## src/rtl/mem_stage.sv

```systemverilog
// rtl/mem_stage.sv - pipeline MEM stage: data-memory access, branch resolution, Mem/WB register
// Loads/stores go over a req/ack bus with stall and ack timeout; branches resolve combinationally.
module mem_stage #(
  parameter int unsigned ACK_TIMEOUT = 255
) (
  input  logic        clk,
  input  logic        rst_n,
  input  logic        MEMWR_Ex,
  input  logic        MEM2REG_Ex,
  input  logic        REGWR_Ex,
  input  logic        BRANCH_Ex,
  input  logic        BRANCHNE_Ex,
  input  logic        JUMP_Ex,
  input  logic        JCALL_Ex,
  input  logic        JRETURN_Ex,
  input  logic        zero,
  input  logic [31:0] ALUout,
  input  logic [31:0] tran_addr,
  input  logic [4:0]  regwr,
  input  logic [31:0] reg_data,
  output logic        dmem_req,
  output logic        dmem_we,
  output logic [31:0] dmem_addr,
  output logic [31:0] dmem_wdata,
  input  logic        dmem_ack,
  input  logic [31:0] dmem_rdata,
  output logic        JUMPEN,
  output logic [31:0] jump_target,
  output logic        stall_req,
  output logic [4:0]  dest_reg_Mem,
  output logic [31:0] dest_regdata_Mem,
  output logic        REGWR_Mem,
  output logic        align_err,
  output logic        bus_err
);

  localparam logic [0:0] S_IDLE = 1'b0;
  localparam logic [0:0] S_WAIT = 1'b1;
  // Abort fires on the last WAIT cycle so the whole stall lasts ACK_TIMEOUT cycles.
  localparam logic [7:0] LAST_CNT = 8'(ACK_TIMEOUT - 1);

  logic [0:0]  state;
  logic [7:0]  cnt;
  logic [31:0] addr_q;
  logic [31:0] wdata_q;
  logic        we_q;

  logic mem_op;
  logic mis;
  logic in_idle;
  logic in_wait;
  logic issue;
  logic abort;
  logic is_load;
  logic take;

  always_comb begin
    mem_op  = MEMWR_Ex | MEM2REG_Ex;
    mis     = mem_op & (ALUout[1:0] != 2'b00);
    in_idle = (state == S_IDLE);
    in_wait = (state == S_WAIT);
    issue   = in_idle & mem_op & ~mis;
    abort   = in_wait & ~dmem_ack & (cnt == LAST_CNT);
    is_load = MEM2REG_Ex & ~MEMWR_Ex;
    take    = (BRANCH_Ex & zero) | (BRANCHNE_Ex & ~zero) | JUMP_Ex | JCALL_Ex | JRETURN_Ex;
  end

  // Bus outputs come from the latched request while waiting so they stay stable.
  always_comb begin
    dmem_req   = rst_n & (issue | in_wait);
    dmem_we    = in_wait ? we_q    : MEMWR_Ex;
    dmem_addr  = in_wait ? addr_q  : ALUout;
    dmem_wdata = in_wait ? wdata_q : reg_data;
    stall_req  = rst_n & ~dmem_ack & (issue | (in_wait & ~abort));
  end

  always_comb begin
    JUMPEN      = rst_n & in_idle & take;
    jump_target = JRETURN_Ex ? reg_data : tran_addr;
  end

  always_ff @(posedge clk or negedge rst_n) begin
    if (!rst_n) begin
      state   <= S_IDLE;
      cnt     <= 8'd0;
      addr_q  <= 32'd0;
      wdata_q <= 32'd0;
      we_q    <= 1'b0;
    end else begin
      case (state)
        S_IDLE: begin
          if (issue && !dmem_ack) begin
            state   <= S_WAIT;
            cnt     <= 8'd0;
            addr_q  <= ALUout;
            wdata_q <= reg_data;
            we_q    <= MEMWR_Ex;
          end
        end
        S_WAIT: begin
          if (dmem_ack || abort) begin
            state <= S_IDLE;
            cnt   <= 8'd0;
          end else begin
            cnt <= cnt + 8'd1;
          end
        end
        default: begin
          state <= S_IDLE;
          cnt   <= 8'd0;
        end
      endcase
    end
  end

  // Mem/WB register: a stalled cycle inserts a bubble, otherwise the result retires.
  always_ff @(posedge clk or negedge rst_n) begin
    if (!rst_n) begin
      dest_reg_Mem     <= 5'd0;
      dest_regdata_Mem <= 32'd0;
      REGWR_Mem        <= 1'b0;
    end else if (stall_req) begin
      REGWR_Mem <= 1'b0;
    end else begin
      dest_reg_Mem     <= regwr;
      dest_regdata_Mem <= is_load ? dmem_rdata : ALUout;
      REGWR_Mem        <= REGWR_Ex & ~mis & ~abort & (regwr != 5'd0);
    end
  end

  always_ff @(posedge clk or negedge rst_n) begin
    if (!rst_n) begin
      align_err <= 1'b0;
      bus_err   <= 1'b0;
    end else begin
      align_err <= in_idle & mis;
      if (abort) begin
        bus_err <= 1'b1;
      end
    end
  end

endmodule

```

## config.mk

```make
export PLATFORM = sky130hd
export DESIGN_NAME = mem_stage
export DESIGN_NICKNAME = d
export VERILOG_FILES = /design/src/rtl/mem_stage.sv
export SDC_FILE = /design/constraint.sdc
export NUM_CORES = 1
export LEC_CHECK = 0
export BUFFER_PORTS_ARGS = -buffer_cell sky130_fd_sc_hd__buf_2
export CAP_MARGIN = 5
export CORE_MARGIN = 4
export CORE_UTILIZATION = 47
export CTS_CLUSTER_SIZE = 24
export DETAILED_ROUTE_END_ITERATION = 7
export PLACE_DENSITY = 0.9
export SYNTH_ARGS = -nofsm -noshare
export SYNTH_HDL_FRONTEND = slang
export SYNTH_SLANG_ARGS = --single-unit
```

## constraint.sdc

```tcl
create_clock -name clk -period 2.3 [get_ports clk]
set_input_delay 0.345 -clock clk [delete_from_list [all_inputs] [get_ports clk]]
set_output_delay 0.345 -clock clk [all_outputs]
set_load 0.005 [all_outputs]
```

==> flow_summary.ini <==
[outcome]
outcome = finished, final reports clean

[placed_design]
place_congestion = 0.8338
dp_hpwl_mm = 12.29
dpl.cell_count = 1037
placed_area_um2 = 7619
io_buffers = 284

[critical_path]
rr_worst_depth = 4
cp-start-kind = flip-flop
timing.rr.end = wdata_q[1]
critPathRequiredTime_ns = 1.96
cp.arrival_ns = 1.80
cp_max_fo = 5
rr_startpoint = in_wait
critPathKind = reg2out
r2r_slack_ns = 0.41
endpoint_kind = output pin

[yosys]
synth_area_um2 = 6041
synth-edff-count = 0
syn_area_per_cell_um2 = 9.936
async_reset_ff_frac = 1.000
yosys_warnings = 0
syn_inst = 608
ys_ff_latch = 114
yosysSeqAreaShare = 0.4722
syn_nets = 755
synth_cell_types = 40
ys_dominant_reg_cell = dfrtp_1

[sta]
setup-tns-final_ns = 0
rsz0062_at_grt = false
fin_crit_sh = 0.9336
drv_slew = 0
period_needed_ns = 2.147
fin_skew_ns = 0.007868
fmaxAchievable_mhz = 465.7
final_hold_viol_count = 0
tightest_slew_ns = 1.004
setup_viol = 0
slew-limit-headroom = 0.3305

[floorplanning]
die_y_um = 121.4
num_rows = 41
die_x_um = 121.4
dieArea_um2 = 14730
coreArea_um2 = 12620
start_util = 0.4787
io_pins = 285

[power_and_ir_drop]
clkPwrFrac = 0.408
combinationalPowerShare = 0.190
p_sw_uw = 1614
ir_drop_mv = 0.3982
p_int_uw = 4484
powerDensity_nw_per_um2 = 742.6
p_leak_uw = 0.004422
swShare = 0.2646
p_seq_frac = 0.402

[cts]
cts.htree.levels = 4
numClockSinks = 114
clockBufferDepth = 2
cts_tree = built
clkTransAtPathRegs_ns = 0.05
cts_buffers = 17
worst_skew_pair.late_latency_ns = 0.40
cts_hold_buf = 0
cts_root_buf = clkbuf_16

[finish]
antenna_cells = 0
finalNetCount = 1035
drive_gt1_frac = 0.4922
syn_to_final_growth_pct = 35.92
fin_area_um2 = 8210
fin_cells = 1072
fillers = 1014

[grt]
grt_usage = 0.2274
grt_pass1_vias = 5496
grt.overflow.total = 0
grt_pass1_wl_mm = 26.69
grt_max_degree = 80
antenna_found_initial = 0

[detailed_routing]
viasPerCell = 5.182
drtIter0Drc = 367
ant_nets = 0
vias = 5555
drt_wl_total_mm = 16.97
dr.pass1.iters = 4
route.detailed.drc = 0
wl_per_cell_um = 15.83

[run]
maxCapViolations = 0

[worst_hold_path]
hold_path.class = in2async
==> through the flow <==
step	hold slack (ns)	power [uW]	utilization	worst slack (ns)
floorplan	0.04941	3059	-	0.5501
global placement	0.4426	3587	0.6037	0.3555
detailed placement	0.4438	3640	0.6037	0.3155
CTS	0.009962	6152	0.6481	0.04797
global route	0.04523	6424	0.6506	0.03315
finish	0.005659	6097	0.6506	0.1528
==> kinds of logic (layout without fill, tap and decap cells) <==
kind of cell / after synthesis / after routing / share of synthesized area
AOI/OAI and AO/OA: 51 / 51 / 0.06400
adders and majority gates: 2 / 2 / 0.004142
buffers and inverters: 45 / 337 / 0.03873
DFF: 114 / 114 / 0.4722
muxes: 136 / 136 / 0.2465
and+or+nand+nor: 260 / 260 / 0.1744
==> layout by cell type, fill, tap and decap left out, drive strengths merged, types with 3 or more instances in the layout <==
| master | synthesis | final |
|---|---|---|
| nor2 | 37 | 37 |
| inv | 4 | 4 |
| nor3 | 6 | 6 |
| buf | 28 | 302 |
| a31oi | 3 | 3 |
| mux2i | 34 | 34 |
| clkbuf | 13 | 20 |
| nand2 | 193 | 193 |
| nand2b | 3 | 3 |
| and3 | 4 | 4 |
| clkinv | 0 | 7 |
| mux2 | 102 | 102 |
| a22oi | 32 | 32 |
| a21oi | 3 | 3 |
| dfrtp | 114 | 114 |
| nand3 | 4 | 4 |
==> cell type report <==
cell class                 count  area (um^2)  share of cell area
inverter                       4        15.01            0.001829
clock inverter                11        113.9             0.01387
multi-input combinational    449         2978              0.3627
sequential                   114         2858              0.3481
clock buffer                  20        446.7             0.05440
timing repair buffer         302         1584              0.1929
tap                          172        215.2             0.02621
==> worst max-delay path: stages (launching register included) <==
cell and delay, ns:
dfrtp_2 0.40, inv_1 0.05, ha_1 0.20, and4_1 0.20, a31oi_1 0.18, nand3_1 0.12
inv_2 0.11, buf_2 0.13
==> synth_stat cells (all sizes together), types with 2 or more instances <==
cell | number | share of area
a211o | 2 | 0.0029
a21oi | 3 | 0.0025
a22oi | 32 | 0.040
a31oi | 3 | 0.0031
and2 | 2 | 0.0021
and3 | 4 | 0.0041
and4 | 2 | 0.0029
buf | 28 | 0.028
clkbuf | 13 | 0.0081
dfrtp | 114 | 0.47
ha | 2 | 0.0041
inv | 4 | 0.0025
mux2 | 102 | 0.19
mux2i | 34 | 0.056
nand2 | 193 | 0.12
nand2b | 3 | 0.0031
nand3 | 4 | 0.0033
nand4 | 2 | 0.0021
nor2 | 37 | 0.023
nor3 | 6 | 0.0050
or2 | 2 | 0.0021
or4 | 2 | 0.0025
==> power by group through the flow <==
stage | clock network, uW | logic [uW] | registers [uW]
after floorplan | 0 | 623 | 2440
after global placement | 0 | 1130 | 2460
after detailed placement | 0 | 1170 | 2470
after CTS | 2540 | 1170 | 2450
after global routing | 2650 | 1290 | 2480
final | 2490 | 1160 | 2450
==> flip-flops by register name, summed over array words and instances (netlist names) <==
| name | cells |
|---|---|
| addr_q | 32 |
| wdata_q | 32 |
| dest_regdata_Mem | 32 |
| in_wait | 1 |
| cnt | 8 |
| bus_err | 1 |
| REGWR_Mem | 1 |
| dest_reg_Mem | 5 |
| align_err | 1 |
| we_q | 1 |
==> metal layers <==
layer | share of wire | up-vias | GRT usage
li1 | - | 2645 | -
met1 | 0.40 | 2648 | 0.2696
met2 | 0.52 | 231 | 0.4021
met3 | 0.067 | 31 | 0.04848
met4 | 0.021 | 0 | 0.08754
met5 | 0 | - | 0
==> worst max path at each step <==
| stage | start | to | slack, ns | cells after the start |
|---|---|---|---|---|
| final | cnt[0] | stall_req | 0.15 | 7 |
| after detailed placement | ALUout[1] | wdata_q[7] | 0.32 | 6 |
| after global placement | ALUout[1] | wdata_q[5] | 0.36 | 6 |
| after global routing | cnt[0] | stall_req | 0.03 | 7 |
| after CTS | cnt[0] | stall_req | 0.05 | 7 |
| after floorplan | cnt[0] | dest_reg_Mem[0] | 0.55 | 7 |
==> what timing repair did <==
item	in CTS	in global routing
setup endpoints to repair	0	1
buffers inserted	0	4
gates resized for setup	0	1
endpoints found under the hold margin	0	0
Note: power is estimated with default switching activity, not from simulation.
